<file path="src/rtl/fetch_seq_pkg.sv">
// Shared types for the fetch sequencer: opcode width, opcode encodings and FSM states.
// Imported by the interface, the PC unit and the top.
package fetch_seq_pkg;

    localparam int OP_W = 3;

    typedef enum logic [OP_W-1:0] {
        OP_LOAD  = 3'b000,
        OP_STORE = 3'b001,
        OP_ADD   = 3'b010,
        OP_SUB   = 3'b011,
        OP_JPOS  = 3'b100,
        OP_JZ    = 3'b101,
        OP_JMP   = 3'b110,
        OP_HALT  = 3'b111
    } opcode_t;

    typedef enum logic [2:0] {
        S_IDLE,
        S_FETCH,
        S_DECODE,
        S_EXEC,
        S_HALT
    } state_t;

endpackage

</file>
<file path="src/rtl/fetch_sequencer_if.sv">
// Bus bundle between the fetch sequencer (master), instruction memory and the execute datapath.
// The master modport is the sequencer's view; slave is the memory/datapath view.
interface fetch_sequencer_if #(
    parameter int ADDR_W = 5
);
    localparam int IR_W = fetch_seq_pkg::OP_W + ADDR_W;

    logic                          start;
    logic [IR_W-1:0]               mem_rdata;
    logic                          mem_ready;
    logic                          exec_done;
    logic                          acc_zero;
    logic                          acc_pos;
    logic [ADDR_W-1:0]             mem_addr;
    logic                          mem_rd;
    logic [fetch_seq_pkg::OP_W-1:0] ir_op;
    logic [ADDR_W-1:0]             ir_addr;
    logic [ADDR_W-1:0]             pc;
    logic                          exec_valid;
    logic                          busy;
    logic                          halted;

    modport master (
        input  start, mem_rdata, mem_ready, exec_done, acc_zero, acc_pos,
        output mem_addr, mem_rd, ir_op, ir_addr, pc, exec_valid, busy, halted
    );

    modport slave (
        output start, mem_rdata, mem_ready, exec_done, acc_zero, acc_pos,
        input  mem_addr, mem_rd, ir_op, ir_addr, pc, exec_valid, busy, halted
    );

endinterface

</file>
<file path="src/rtl/fetch_sequencer_pc_unit.sv">
// Program counter register: async clear to RESET_PC, branch-target load, and
// modulo-2^ADDR_W increment. Load wins over increment.
module pc_unit #(
    parameter int                ADDR_W   = 5,
    parameter logic [ADDR_W-1:0] RESET_PC = '0
) (
    input  logic              clk,
    input  logic              clear,
    input  logic              load,
    input  logic              inc,
    input  logic [ADDR_W-1:0] target,
    output logic [ADDR_W-1:0] pc
);

    // NOTE: clocked state uses non-blocking assignments so every flop samples pre-edge values.
    always_ff @(posedge clk or posedge clear) begin
        if (clear) begin
            pc <= RESET_PC;
        end else if (load) begin
            pc <= target;
        end else if (inc) begin
            pc <= pc + ADDR_W'(1);
        end
    end

endmodule

</file>
<file path="src/rtl/fetch_sequencer.sv">
// Fetch-decode-execute controller owning PC and IR, with memory-ready and exec-done handshakes.
// Define COND_BRANCH_EN to enable JZ/JPOS; otherwise those opcodes act as 2-cycle NOPs.
module fetch_sequencer
    import fetch_seq_pkg::*;
#(
    parameter int                ADDR_W   = 5,
    parameter logic [ADDR_W-1:0] RESET_PC = '0
) (
    input  logic              clk,
    input  logic              clear,
    fetch_sequencer_if.master bus
);

    localparam int IR_W = OP_W + ADDR_W;

    state_t            state;
    state_t            state_next;
    logic [IR_W-1:0]   ir;
    logic [ADDR_W-1:0] pc;
    logic              ir_load;
    logic              pc_load;
    logic              pc_inc;

    logic mem_rd_r;
    logic exec_valid_r;
    logic busy_r;
    logic halted_r;

    pc_unit #(
        .ADDR_W   (ADDR_W),
        .RESET_PC (RESET_PC)
    ) u_pc (
        .clk    (clk),
        .clear  (clear),
        .load   (pc_load),
        .inc    (pc_inc),
        .target (ir[ADDR_W-1:0]),
        .pc     (pc)
    );

    // Status outputs are decoded from the next state so they line up with the state register.
    always_ff @(posedge clk or posedge clear) begin
        if (clear) begin
            state        <= S_IDLE;
            ir           <= '0;
            mem_rd_r     <= 1'b0;
            exec_valid_r <= 1'b0;
            busy_r       <= 1'b0;
            halted_r     <= 1'b0;
        end else begin
            state        <= state_next;
            if (ir_load) begin
                ir <= bus.mem_rdata;
            end
            mem_rd_r     <= (state_next == S_FETCH);
            exec_valid_r <= (state_next == S_EXEC);
            busy_r       <= (state_next == S_FETCH) || (state_next == S_DECODE)
                            || (state_next == S_EXEC);
            halted_r     <= (state_next == S_HALT);
        end
    end

    always_comb begin
        // NOTE: every combinational output gets a default first so no path infers a latch.
        state_next = state;
        ir_load    = 1'b0;
        pc_load    = 1'b0;
        pc_inc     = 1'b0;

        unique case (state)
            S_IDLE: begin
                if (bus.start) begin
                    state_next = S_FETCH;
                end
            end
            S_FETCH: begin
                if (bus.mem_ready) begin
                    ir_load    = 1'b1;
                    pc_inc     = 1'b1;
                    state_next = S_DECODE;
                end
            end
            S_DECODE: begin
                state_next = S_FETCH;
                case (opcode_t'(ir[IR_W-1:ADDR_W]))
                    OP_HALT: state_next = S_HALT;
                    OP_JMP:  pc_load    = 1'b1;
                    OP_JZ: begin
`ifdef COND_BRANCH_EN
                        pc_load = bus.acc_zero;
`endif
                    end
                    OP_JPOS: begin
`ifdef COND_BRANCH_EN
                        pc_load = bus.acc_pos;
`endif
                    end
                    default: state_next = S_EXEC;
                endcase
            end
            S_EXEC: begin
                if (bus.exec_done) begin
                    state_next = S_FETCH;
                end
            end
            S_HALT: begin
                if (bus.start) begin
                    state_next = S_FETCH;
                end
            end
            default: state_next = S_IDLE;
        endcase
    end

    // During EXEC the bus carries the operand address; otherwise it points at the next instruction.
    assign bus.mem_addr   = (state == S_EXEC) ? ir[ADDR_W-1:0] : pc;
    assign bus.mem_rd     = mem_rd_r;
    assign bus.exec_valid = exec_valid_r;
    assign bus.busy       = busy_r;
    assign bus.halted     = halted_r;
    assign bus.ir_op      = ir[IR_W-1:ADDR_W];
    assign bus.ir_addr    = ir[ADDR_W-1:0];
    assign bus.pc         = pc;

endmodule

</file>
<file path="src/flat_wrapper.sv">
// flat-port wrapper written by rule: the top's interface ports become plain ports
module fetch_sequencer_flat import fetch_seq_pkg::*;
#(
    parameter int                ADDR_W   = 5,
    parameter logic [ADDR_W-1:0] RESET_PC = '0
)
  (clk, clear, bus_start, bus_mem_rdata, bus_mem_ready, bus_exec_done, bus_acc_zero, bus_acc_pos, bus_mem_addr, bus_mem_rd, bus_ir_op, bus_ir_addr, bus_pc, bus_exec_valid, bus_busy, bus_halted);
  fetch_sequencer_if #(.ADDR_W(ADDR_W)) bus_i ();
  input  logic clk;
  input  logic clear;
  input wire logic [$bits(bus_i.start)-1:0] bus_start;
  input wire logic [$bits(bus_i.mem_rdata)-1:0] bus_mem_rdata;
  input wire logic [$bits(bus_i.mem_ready)-1:0] bus_mem_ready;
  input wire logic [$bits(bus_i.exec_done)-1:0] bus_exec_done;
  input wire logic [$bits(bus_i.acc_zero)-1:0] bus_acc_zero;
  input wire logic [$bits(bus_i.acc_pos)-1:0] bus_acc_pos;
  output wire logic [$bits(bus_i.mem_addr)-1:0] bus_mem_addr;
  output wire logic [$bits(bus_i.mem_rd)-1:0] bus_mem_rd;
  output wire logic [$bits(bus_i.ir_op)-1:0] bus_ir_op;
  output wire logic [$bits(bus_i.ir_addr)-1:0] bus_ir_addr;
  output wire logic [$bits(bus_i.pc)-1:0] bus_pc;
  output wire logic [$bits(bus_i.exec_valid)-1:0] bus_exec_valid;
  output wire logic [$bits(bus_i.busy)-1:0] bus_busy;
  output wire logic [$bits(bus_i.halted)-1:0] bus_halted;
  assign bus_i.start = bus_start;
  assign bus_i.mem_rdata = bus_mem_rdata;
  assign bus_i.mem_ready = bus_mem_ready;
  assign bus_i.exec_done = bus_exec_done;
  assign bus_i.acc_zero = bus_acc_zero;
  assign bus_i.acc_pos = bus_acc_pos;
  assign bus_mem_addr = bus_i.mem_addr;
  assign bus_mem_rd = bus_i.mem_rd;
  assign bus_ir_op = bus_i.ir_op;
  assign bus_ir_addr = bus_i.ir_addr;
  assign bus_pc = bus_i.pc;
  assign bus_exec_valid = bus_i.exec_valid;
  assign bus_busy = bus_i.busy;
  assign bus_halted = bus_i.halted;
  fetch_sequencer #(.ADDR_W(ADDR_W), .RESET_PC(RESET_PC)) u_core (.clk(clk), .clear(clear), .bus(bus_i));
endmodule
</file>
<file path="config.mk">
export PLATFORM = sky130hd
export DESIGN_NAME = fetch_sequencer_flat
export DESIGN_NICKNAME = d
export VERILOG_FILES = /design/src/rtl/fetch_seq_pkg.sv /design/src/rtl/fetch_sequencer_if.sv /design/src/rtl/fetch_sequencer_pc_unit.sv /design/src/rtl/fetch_sequencer.sv /design/src/flat_wrapper.sv
export SDC_FILE = /design/constraint.sdc
export NUM_CORES = 1
export LEC_CHECK = 0
export BUFFER_PORTS_ARGS = -buffer_cell sky130_fd_sc_hd__buf_2
export CORE_ASPECT_RATIO = 0.75
export CORE_UTILIZATION = 47
export CTS_CLUSTER_SIZE = 8
export DETAILED_ROUTE_END_ITERATION = 7
export GPL_TIMING_DRIVEN = 0
export PLACE_DENSITY = 0.84
export SETUP_SLACK_MARGIN = 0.15
export SYNTH_ARGS = -nofsm -noshare
export SYNTH_HDL_FRONTEND = slang
export SYNTH_HIERARCHICAL = 1
export SYNTH_SLANG_ARGS = --single-unit
</file>
<file path="constraint.sdc">
create_clock -name clk -period 1.8 [get_ports clk]
set_input_delay 0.27 -clock clk [delete_from_list [all_inputs] [get_ports clk]]
set_output_delay 0.27 -clock clk [all_outputs]
set_load 0.05 [all_outputs]
</file>
==> run summary, run 1 <==
The global routing usage summed across all routing layers was 0.202. 0 antenna diodes ended up in the layout. The number of placed I/O pins was 37; the post-synthesis instance area was 992 um^2. The root cell of the clock tree was sky130_fd_sc_hd__clkbuf_4. The most common cell in the synthesized netlist is sky130_fd_sc_hd__dfrtp_1. The area share of the largest cell type after synthesis was 0.504. For the number of nets with antenna violations after routing, the log shows 0.

The die area came out at 2300 um^2. The final hold violation count is 0, and the sink count of the clock tree is 20. The synthesized design contains 0 enable-type register cells. On the critical path, the stage with the largest delay is an instance of sky130_fd_sc_hd__dfrtp_1. The path class of the tightest hold or removal check is in -> reg. Setup violations remaining at the end of the flow were counted as 0. For the highest clock frequency the design can meet, the log shows 0.560 GHz.

The tools report the count of vias placed by the detailed router as 750. The logs give 0 for the number of pins with negative max-slew slack in the final report and 1.53 ns for the endpoint required time on the critical path. The net count of the finished layout was 139. Max-cap violations in this run came to 0. In this run the horizontal extent of the chip is 55.1 um.

The detail-routed net length per standard cell works out to 14.0 um. The most instantiated flip-flop cell in the synthesis netlist was sky130_fd_sc_hd__dfrtp_1. The yosys synthesis warning count is 6. The post-layout utilization of the core was 0.725; the final instance count without filler cells was 143.

TritonCTS built the clock tree. Buffers inserted during clock tree synthesis total 3. Counting instances in the post-synthesis netlist gives the leading cell types as sky130_fd_sc_hd__dfrtp_1, sky130_fd_sc_hd__mux2_4, sky130_fd_sc_hd__mux2_2, sky130_fd_sc_hd__nand2_1, sky130_fd_sc_hd__nor2_1. The tools report the number of levels in the clock H-tree as 1. The tools report the number of inserted filler cells in the final layout as 126. The count of distinct cell types in the synthesized netlist is 27, and the count of port buffers added during placement is 34. The clock tree skew after final layout was 0.00345 ns. Normalized max-slew margin: 0.609. The most frequent cell on the critical path was sky130_fd_sc_hd__buf_6.

The final weighted congestion of routability-driven global placement came out at 0.765. The total iterations of the first detailed-routing run is 3, and the sequential cell area is 500 um^2. Summing all multi-input logic gate instances after layout gives 473 um^2. Setup repair after global routing could not meet its margin everywhere. The HPWL after detailed placement is 1390 um. The critical path goes through buf_6 -> nand3b_1 -> buf_6 -> mux2_4 -> buf_8. STA classifies the critical path startpoint as a register. The run gives 726 as the number of global-route vias before repair. After synthesis, the cell types taking the most area are sky130_fd_sc_hd__dfrtp_1, sky130_fd_sc_hd__mux2_4, sky130_fd_sc_hd__mux2_2. STA classifies the critical path endpoint as an output pin. In this run the deepest clock path goes through 2 buffers.

The die height came out at 41.8 um. The post-synth net total was 93. The run finished with clean final reports. After floorplanning, the core was divided into 13 placement rows. The number of placed instances, taps included, is 133. In this design, the largest share of critical-path delay is due to buffers and inverters.

The average instance in the mapped netlist occupies 12.9 um^2. Final hold analysis gives a worst-case slack of 0.200 ns. The share of the yosys chip area belonging to registers is 0.504, and the maximum number of pins on one net before global-route repair is 16.

The worst path in the final design needs a cycle of 1.78 ns, including I/O delays and setup. The beginning of the critical path is u_core/state[0]. The later pin in the worst-skew pair is clocked with a latency of 0.29 ns.

The largest total area in the synthesized netlist belongs to sky130_fd_sc_hd__dfrtp_1. The instance count of the mapped netlist was 77; the number of buffer and inverter instances along the worst setup path was 3. Data on the critical path arrives at its endpoint at 1.51 ns.

Fraction of registers with async set/reset: 1.00. Global routing finished with a remaining overflow of 0. The final layout contains routed wiring with a total length of 2010 um. The tools report the detailed router's first-iteration violation count as 7. The tools report the start point of the worst min-delay path as bus_mem_rdata[2]. The number of antenna violations at the first check in global routing is 0, and the ratio of routed vias to standard cells is 5.24.

The first global-routing pass estimated 3260 um of wire. The share of layout cells above drive strength 1 was 0.521; the maximum fanout encountered on the critical timing path was 3. Accumulated negative setup slack: 0 ns. The core region is 1850 um^2. For the pin with the worst max-slew slack, the measured transition is 0.585 ns. Critical path class: reg -> out.

The layout-stage area growth over the synthesis result came out at 35.6%. For this run, design rule violations remaining after detail routing come to 0. The reg-to-reg startpoint is u_core/state[0]. Synthesis inferred 20 register bits. The initial core utilization is 0.535. The final period utilization works out to 0.992.

The largest single stage delay on the critical path is 0.38 ns. Post-CTS clock slew at the launch and capture registers of the worst setup and hold paths: 0.10 ns.
-- cell usage in the layout (no fill, tap or decap), drive strengths merged, types with 3 or more instances in the layout --
master  synthesis  layout
inv             3       3
dfrtp          20      20
o21ai           5       5
nor2            4       4
nand2           6       6
clkbuf          1       4
buf             2      42
mux2           14      14
xor2            3       3
-- metal layers --
layer  track usage  share of wire
met2         0.320           0.48
met1         0.259           0.44
met5             0              0
met4        0.0700          0.024
met3        0.0549          0.047
-- final timing paths --
check | to | slack, ns | cells after the start
worst max-delay path | bus_mem_addr[2] | 0.02 | 5
worst min-delay path | u_core/ir[2] | 0.20 | 2
worst max register to register | u_core/u_pc/pc[0] | 0.17 | 6
worst min register to register | u_core/u_pc/pc[3] | 0.55 | 2
max in group asynchronous | u_core/ir[7] | 0.81 | 3
min in group asynchronous | u_core/u_pc/pc[4] | 0.45 | 3
-- stage by stage --
stage               worst slack, ns  instance area [um^2]
floorplan                     0.347                   992
global placement              0.213                  1190
detailed placement            0.119                  1190
CTS                          0.0103                  1340
global route                -0.0419                  1350
finish                       0.0152                  1350
-- area by class of cell --
| cell class | count | area share |
|---|---|---|
| clock buffer | 3 | 0.0167 |
| timing repair buffer | 41 | 0.210 |
| sequential | 20 | 0.372 |
| tap | 22 | 0.0205 |
| inverter | 3 | 0.00837 |
| buffer | 3 | 0.0205 |
| multi-input combinational | 51 | 0.352 |
-- timing repair --
item,4_1_cts,5_1_grt
buffers inserted,5,1
endpoints found under the hold margin,5,0
gates resized for setup,23,0
setup endpoints to repair,10,7
hold buffers,1,0
-- flip-flops by register name, summed over array words and instances (netlist names) --
register               count
u_core/bus.busy            1
u_core/bus.exec_valid      1
u_core/bus.halted          1
u_core/bus.mem_rd          1
u_core/ir                  8
u_core/state               3
u_core/u_pc/pc             5
-- kinds of logic after synthesis --
kind of cell,count (synthesis),share of synthesized area
compound gates,8,0.0681
buf+inv,6,0.0378
xor+xnor,4,0.0353
simple gates,23,0.142
flops,20,0.504
mux,15,0.199
fa+ha+maj,1,0.0126
Power of run 1 is left out: the tool's default activity adds up to more than one toggle a clock period on the data nets, which glitch-free logic cannot reach.
==> inputs of run 2 (changes only) <==
GPL_TIMING_DRIVEN = 1   (was 0)
==> run 2 against run 1 <==
Global-route usage increased by 1.0 points. Clock skew increased by 0.0030 ns. Worst setup slack improved by 0.0018 ns. Die area unchanged. Non-clock buffer count decreased by 2. Critical endpoint is now bus_mem_addr[3]. Critical path type unchanged. Core utilization decreased by 0.81 points. Design area decreased by 1.1%. Via count decreased by 0.27%. Count of clock-buffer cells in the layout increased by 1. Register-to-register slack improved by 0.08 ns. Worst hold slack got worse by 0.023 ns.
==> run summary, run 2 (same netlist as run 1, synthesis figures left out) <==
The number of rows in the core area came out at 13 (unchanged). The logs give 2170 um (+8.1%) for the sum of routed wire length over all layers and 1050 um (+7.4%) for the routed wire length on met2. The run gives 1430 um (+2.6%) as the half-perimeter wire length after placement. The pin slew with the least headroom to its limit was 0.585 ns (-0.000626 ns); the count of vias placed by the detailed router was 748 (-0.27%).

For the number of antenna violations at the first check in global routing, the log shows 0 (unchanged). The tools report the final weighted congestion of routability-driven global placement as 0.771 (+0.72%). The kind of end point of the critical path was an output pin.

The global routing usage summed across all routing layers is 0.212 (+0.0102), and the share of layout cells above drive strength 1 is 0.537 (+0.0165). The total iterations of the first detailed-routing run was 2 (-1). The run gives 138 (-0.72%) as the net count of the finished layout.

The CTS buffer count came out at 3 (unchanged). The number of buffers on the longest clock path was 2 (unchanged). Setup repair after global routing could not meet its margin everywhere. The largest registers in the layout are u_core/ir (8), u_core/u_pc/pc (5), u_core/state (3).

The detailed route wirelength on metal3 is 103 um (+8.4%), and the normalized max-slew margin is 0.610 (about the same). Endpoint required time on the critical path: 1.53 ns (about the same). The tools report the number of global-route vias before repair as 679 (-6.5%).

The tools report the root cell of the clock tree as sky130_fd_sc_hd__clkbuf_4. The initial core utilization came out at 0.535 (unchanged). u_core/ir holds more flip-flops than any other register. The total of endpoints with negative setup slack in the final report was 0 (unchanged); the width of the die was 55.1 um (unchanged). The run gives 0 (unchanged) as the number of nets with antenna violations after routing. Post-CTS clock slew at the launch and capture registers of the worst setup and hold paths: 0.11 ns (about the same). The library cells used most frequently in the layout, excluding fill and tap cells, are sky130_fd_sc_hd__buf_2, sky130_fd_sc_hd__dfrtp_1, sky130_fd_sc_hd__mux2_4.

The maximum fanout encountered on the critical timing path is 4 (+1), and the final period utilization is 0.991 (-0.00101). Number of levels in the clock H-tree: 1 (unchanged). The sink count of the clock tree was 20 (unchanged). The core area came out at 1850 um^2 (unchanged). The min-delay analysis places its worst path in the category in -> reg. The final hold violation count is 0 (unchanged), and the residual DRC count is 0 (unchanged).

The count of port buffers added during placement is 34 (unchanged), and the sum of routed wire segments on met1 is 946 um (+6.3%). For the highest clock frequency the design can meet, the log shows 0.561 GHz (+0.10%). The tools report the pre-CTS worst setup slack as 0.251 ns (+0.132 ns). The number of violations of the max-capacitance limit came out at 0 (unchanged). The maximum number of pins on one net before global-route repair was 16 (unchanged); the number of flip-flops in the largest register was 8 (unchanged).

The leftover overflow at the end of global routing is 0 (unchanged), and the ratio of routed vias to standard cells is 5.23 (-0.27%). For the signal arrival time at the worst endpoint, the log shows 1.51 ns (about the same). From synthesis to final layout, the design area changed by 34.0%. The tools report the startpoint type of the worst setup path as a register. The logs give 3260 um (unchanged) for the first-pass GRT wire length and 0.0170 ns (+0.00182 ns) for the worst-case setup margin in the final layout. The number of placed I/O pins was 37 (unchanged). The critical path in this run is classified as reg -> out.

Final critical-path required period: 1.78 ns (-0.00182 ns). The tools report the later-pin clock latency in the skew report as 0.31 ns (+0.02 ns). The die height works out to 41.8 um (unchanged).

The most common cell after layout, fill and taps aside is sky130_fd_sc_hd__buf_2. The flow ran to the end, and the final reports show no timing, DRC or antenna violations. TritonCTS built the clock tree. The run gives 0 (unchanged) as the number of pins with negative max-slew slack in the final report.

Detailed router's first-iteration violation count: 14 (+7). The detail-routed net length per standard cell came out at 15.2 um (+8.1%). The detailed router used layers up to and including met4. For the total inserted antenna cells, the log shows 0 (unchanged).

Die area: 2300 um^2 (unchanged). The clock tree skew after final layout came out at 0.00643 ns (+0.00298 ns).
[run 2: cell count changes in the layout (fill, tap and decap cells not counted), moves of 2 or more]
cell	before	now
sky130_fd_sc_hd__buf_6	4	6
sky130_fd_sc_hd__mux2_4	13	10
sky130_fd_sc_hd__buf_8	5	1
sky130_fd_sc_hd__mux2_2	1	4
[run 2: layer usage]
metal | track usage | vias up
met1 | 0.256 | 356
met3 | 0.0659 | 7
met4 | 0.135 | 0
met5 | 0 | -
met2 | 0.318 | 26
li1 | - | 359
[run 2: per-stage QoR]
step,std cells,instance area [um^2],hold WS (ns),utilization,setup TNS [ns]
2_1_floorplan,77,992,0.0485,-,0
6_report,143,1330,0.178,0.717,0
3_5_place_dp,132,1180,0.187,0.636,0
3_3_place_gp,132,1180,0.184,0.636,0
5_1_grt,143,1330,0.158,0.717,-0.236
4_1_cts,142,1310,0.172,0.706,0
[run 2: worst max-delay path: stages (launching register included)]
cell and delay [ns]:
sky130_fd_sc_hd__dfrtp_1 0.40, sky130_fd_sc_hd__nand3b_1 0.20, sky130_fd_sc_hd__buf_6 0.16, sky130_fd_sc_hd__mux2_4 0.30, sky130_fd_sc_hd__buf_8 0.15
[run 2: layout make-up]
class,instances,area [um^2]
Fill cell,136,524
Clock buffer,4,36.3
Timing Repair Buffer,42,275
Multi-Input combinational cell,52,478
Sequential cell,20,502
Inverter,3,11.3
Tap cell,22,27.5
[run 2: what timing repair did]
| action | CTS | global route |
|---|---|---|
| setup endpoints to repair | 5 | 10 |
| hold buffers | 1 | 0 |
| buffers inserted | 5 | 0 |
| endpoints found under the hold margin | 5 | 0 |
| gates resized for setup | 15 | 3 |
| pin swaps | 1 | 1 |
| gates cloned | 0 | 1 |
[run 2: final timing paths]
kind / endpoint / from / slack, ns / depth (start not counted)
hold / removal: u_core/ir[7] / bus_mem_rdata[7] / 0.18 / 2
setup / recovery: bus_mem_addr[3] / u_core/state[2] / 0.02 / 4
setup reg to reg: u_core/u_pc/pc[2] / u_core/state[1] / 0.25 / 6
max in group asynchronous: u_core/state[0] / clear / 0.82 / 3
min in group asynchronous: u_core/u_pc/pc[1] / clear / 0.40 / 3
hold reg to reg: u_core/u_pc/pc[1] / u_core/ir[1] / 0.56 / 2
Power of run 2 is left out for the same reason.
==> inputs of run 3 (changes only) <==
CORE_UTILIZATION = 43   (was 47)
PLACE_DENSITY = 0.81   (was 0.84)
clock period = 1.6 ns   (was 1.8 ns; I/O delays follow)
==> run 3 against run 2 <==
The flow now finishes with violations (DRC, setup timing). Sequential share of layout area down 1.8 points. Critical path depth unchanged. Cell count grew 3.5%. Worst hold slack worse by 0.017 ns. First-iteration DRC count grew 7.1%. Wire length is 3.1% lower. Count of clock-buffer cells in the layout did not move. Clock skew decreased by 0.0041 ns. Core utilization shrank 5.0 points. Design area up 4.6%. Via count rose by 2.0%. Critical path type unchanged. Highest routed layer unchanged.
==> run summary, run 3 (same netlist as run 1, synthesis figures left out) <==
The run finished, with violations left. The final reports fail on DRC, setup timing. The maximum number of pins on one net before global-route repair came out at 16 (unchanged).

The global routing met1 resource utilization was 0.245 (-0.0113); the depth of the worst hold-timing path was 2 (unchanged). The detailed router's first-iteration violation count was 15 (+1). The library cell used most frequently in the layout, excluding fill and tap cells, is sky130_fd_sc_hd__buf_2. The count of port buffers added during placement was 34 (unchanged).

The worst setup path is of the reg -> out kind. The run gives 3 (unchanged) as the CTS buffer count. For the number of placed I/O pins, the log shows 37 (unchanged). The signal arrival time at the worst endpoint was 1.49 ns (-0.02 ns). The tools report the count of vias placed by the detailed router as 763 (+2.0%). The post-CTS clock slew at the launch and capture registers of the worst setup and hold paths is 0.11 ns (about the same), and the share of layout cells above drive strength 1 is 0.565 (+0.0273). Later-pin clock latency in the skew report: 0.30 ns (about the same). The total of endpoints with negative setup slack in the final report is 5 (+5). The pin slew with the least headroom to its limit was 0.582 ns (-0.00258 ns); the number of levels in the clock H-tree was 1 (unchanged). The final critical-path required period was 1.73 ns; the global routing usage summed across all routing layers was 0.190 (-0.0220). The logs give 2510 um^2 (+8.9%) for the die area and 0.0537 (-0.0122) for the met3 capacity usage during global routing. The core area is 2080 um^2 (+12%), and the number of buffers on the longest clock path is 2 (unchanged). For the highest clock frequency the design can meet, the log shows 0.579 GHz.

The routing usage on met2 is 0.321 (+0.00286), and the area taken by multi-input logic gates is 500 um^2 (+4.7%). Number of flip-flops in the largest register: 8 (unchanged). Pre-CTS worst setup slack: 0.0814 ns (-0.170 ns). The run gives 0 (unchanged) as the final hold violation count. The area of all placed cells without fillers was 1390 um^2 (+4.6%).

The tools report the startpoint type of the worst setup path as a register. The maximum fanout encountered on the critical timing path is 2 (-2). The residual DRC count was 4 (+4). Setup repair after global routing could not meet its margin everywhere.

The number of rows in the core area is 14 (+1), and the number of inserted filler cells in the final layout is 165 (+21%). The tools report the number of pins with negative max-slew slack in the final report as 0 (unchanged). The first-pass GRT wire length is 3480 um (+6.6%), and the sink count of the clock tree is 20 (unchanged). The layout-stage area growth over the synthesis result works out to 40.2%. The global routing stage identified its most utilized layer as met2. The run gives 0.10 ns (-0.15 ns) as the setup slack of the most critical reg-to-reg path. The net count of the finished layout came out at 141 (+2.2%). The register ranked first by flip-flop count is u_core/ir.

The detail-routed net length per standard cell is 14.2 um (-6.4%). The width of the die is 57.5 um (+4.4%), and the cell count after placement is 136 (+3.0%). The worst register-to-register path begins at u_core/state[2].

TritonCTS built the clock tree. Final weighted congestion of routability-driven global placement: 0.721 (-6.5%). The tools report the capture endpoint of the worst hold path as u_core/ir[0]. The total iterations of the first detailed-routing run came out at 6 (+4). The largest registers in the layout are u_core/ir (8), u_core/u_pc/pc (5), u_core/state (3). The tools report the start point of the worst min-delay path as bus_mem_rdata[0]. The half-perimeter wire length after placement is 1370 um (-4.1%), and the ratio of routed vias to standard cells is 5.16 (-1.4%).

The final period utilization works out to 1.08. The tools report the root cell of the clock tree as sky130_fd_sc_hd__clkbuf_4. For the sum of routed wire length over all layers, the log shows 2100 um (-3.1%). The library cells used most frequently in the layout, excluding fill and tap cells, are sky130_fd_sc_hd__buf_2, sky130_fd_sc_hd__dfrtp_1, sky130_fd_sc_hd__buf_6.

The worst reg2reg path depth is 6 (unchanged), and the endpoint required time on the critical path is 1.36 ns (-0.17 ns). Total inserted antenna cells: 0 (unchanged). For the number of antenna violations at the first check in global routing, the log shows 0 (unchanged). The run gives 0.00233 ns (-0.00410 ns) as the clock tree skew after final layout.

The number of nets with antenna violations after routing is 0 (unchanged). The normalized max-slew margin came out at 0.612 (+0.00172). The sequential cell area was 500 um^2 (-0.25%).

Terminus of the critical flop-to-flop path: u_core/u_pc/pc[4]. The leftover overflow at the end of global routing was 0 (unchanged); the number of violations of the max-capacitance limit was 0 (unchanged). Die height: 43.6 um (+4.3%).

The kind of path behind the tightest hold check is in -> reg. The post-detailed-placement cell area was 1200 um^2 (+1.5%); the worst-case setup margin in the final layout was -0.127 ns (-0.144 ns). The final instance count without filler cells was 148 (+3.5%).

The post-layout utilization of the core is 0.667 (-0.0498), and the initial core utilization is 0.476 (-0.0591). Kind of end point of the critical path: an output pin. The run gives 765 (+13%) as the number of global-route vias before repair.
## run 3: layer usage
layer / part of all wire / vias up / routed length [um]
met5: 0 / - / 0
met4: 0.0062 / 0 / 13
met3: 0.059 / 3 / 124
met2: 0.48 / 26 / 1010
met1: 0.45 / 368 / 955
li1: - / 366 / -
## run 3: worst max path at each step
stage,slack [ns],from,end,cells past startpoint
after floorplan,0.20,u_core/ir[7],u_core/state[0],3
after global placement,0.10,u_core/state[2],bus_mem_addr[2],3
after detailed placement,0.08,u_core/state[2],bus_mem_addr[3],3
after CTS,-0.10,u_core/state[2],bus_mem_addr[2],4
after global routing,-0.20,u_core/state[1],bus_mem_addr[4],4
final,-0.13,u_core/state[2],bus_mem_addr[1],4
## run 3: cell type report
cell class,count,share of cell area
clock buffer,4,0.0261
inverter,3,0.00809
multi-input combinational,52,0.360
sequential,20,0.360
tap,24,0.0216
timing repair buffer,45,0.225
## run 3: stage by stage
stage	hold WS, ns	TNS [ns]
floorplan	0.0185	0
global placement	0.157	0
detailed placement	0.158	0
CTS	0.149	-0.481
global route	0.141	-0.974
finish	0.160	-0.619
## run 3: critical path, stage by stage (launching register included)
cell and delay (ns):
sky130_fd_sc_hd__dfrtp_1 0.39, sky130_fd_sc_hd__nand3b_1 0.20, sky130_fd_sc_hd__buf_4 0.17, sky130_fd_sc_hd__mux2_2 0.27
sky130_fd_sc_hd__buf_6 0.15
## run 3: what timing repair did
item | 4_1_cts | 5_1_grt
endpoints found under the setup margin | 8 | 21
cloned | 1 | 0
gates resized for setup | 16 | 12
setup buffers | 5 | 1
hold endpoints to repair | 5 | 0
hold buffers | 1 | 0
pin swaps | 4 | 3
Power of run 3 is left out for the same reason.
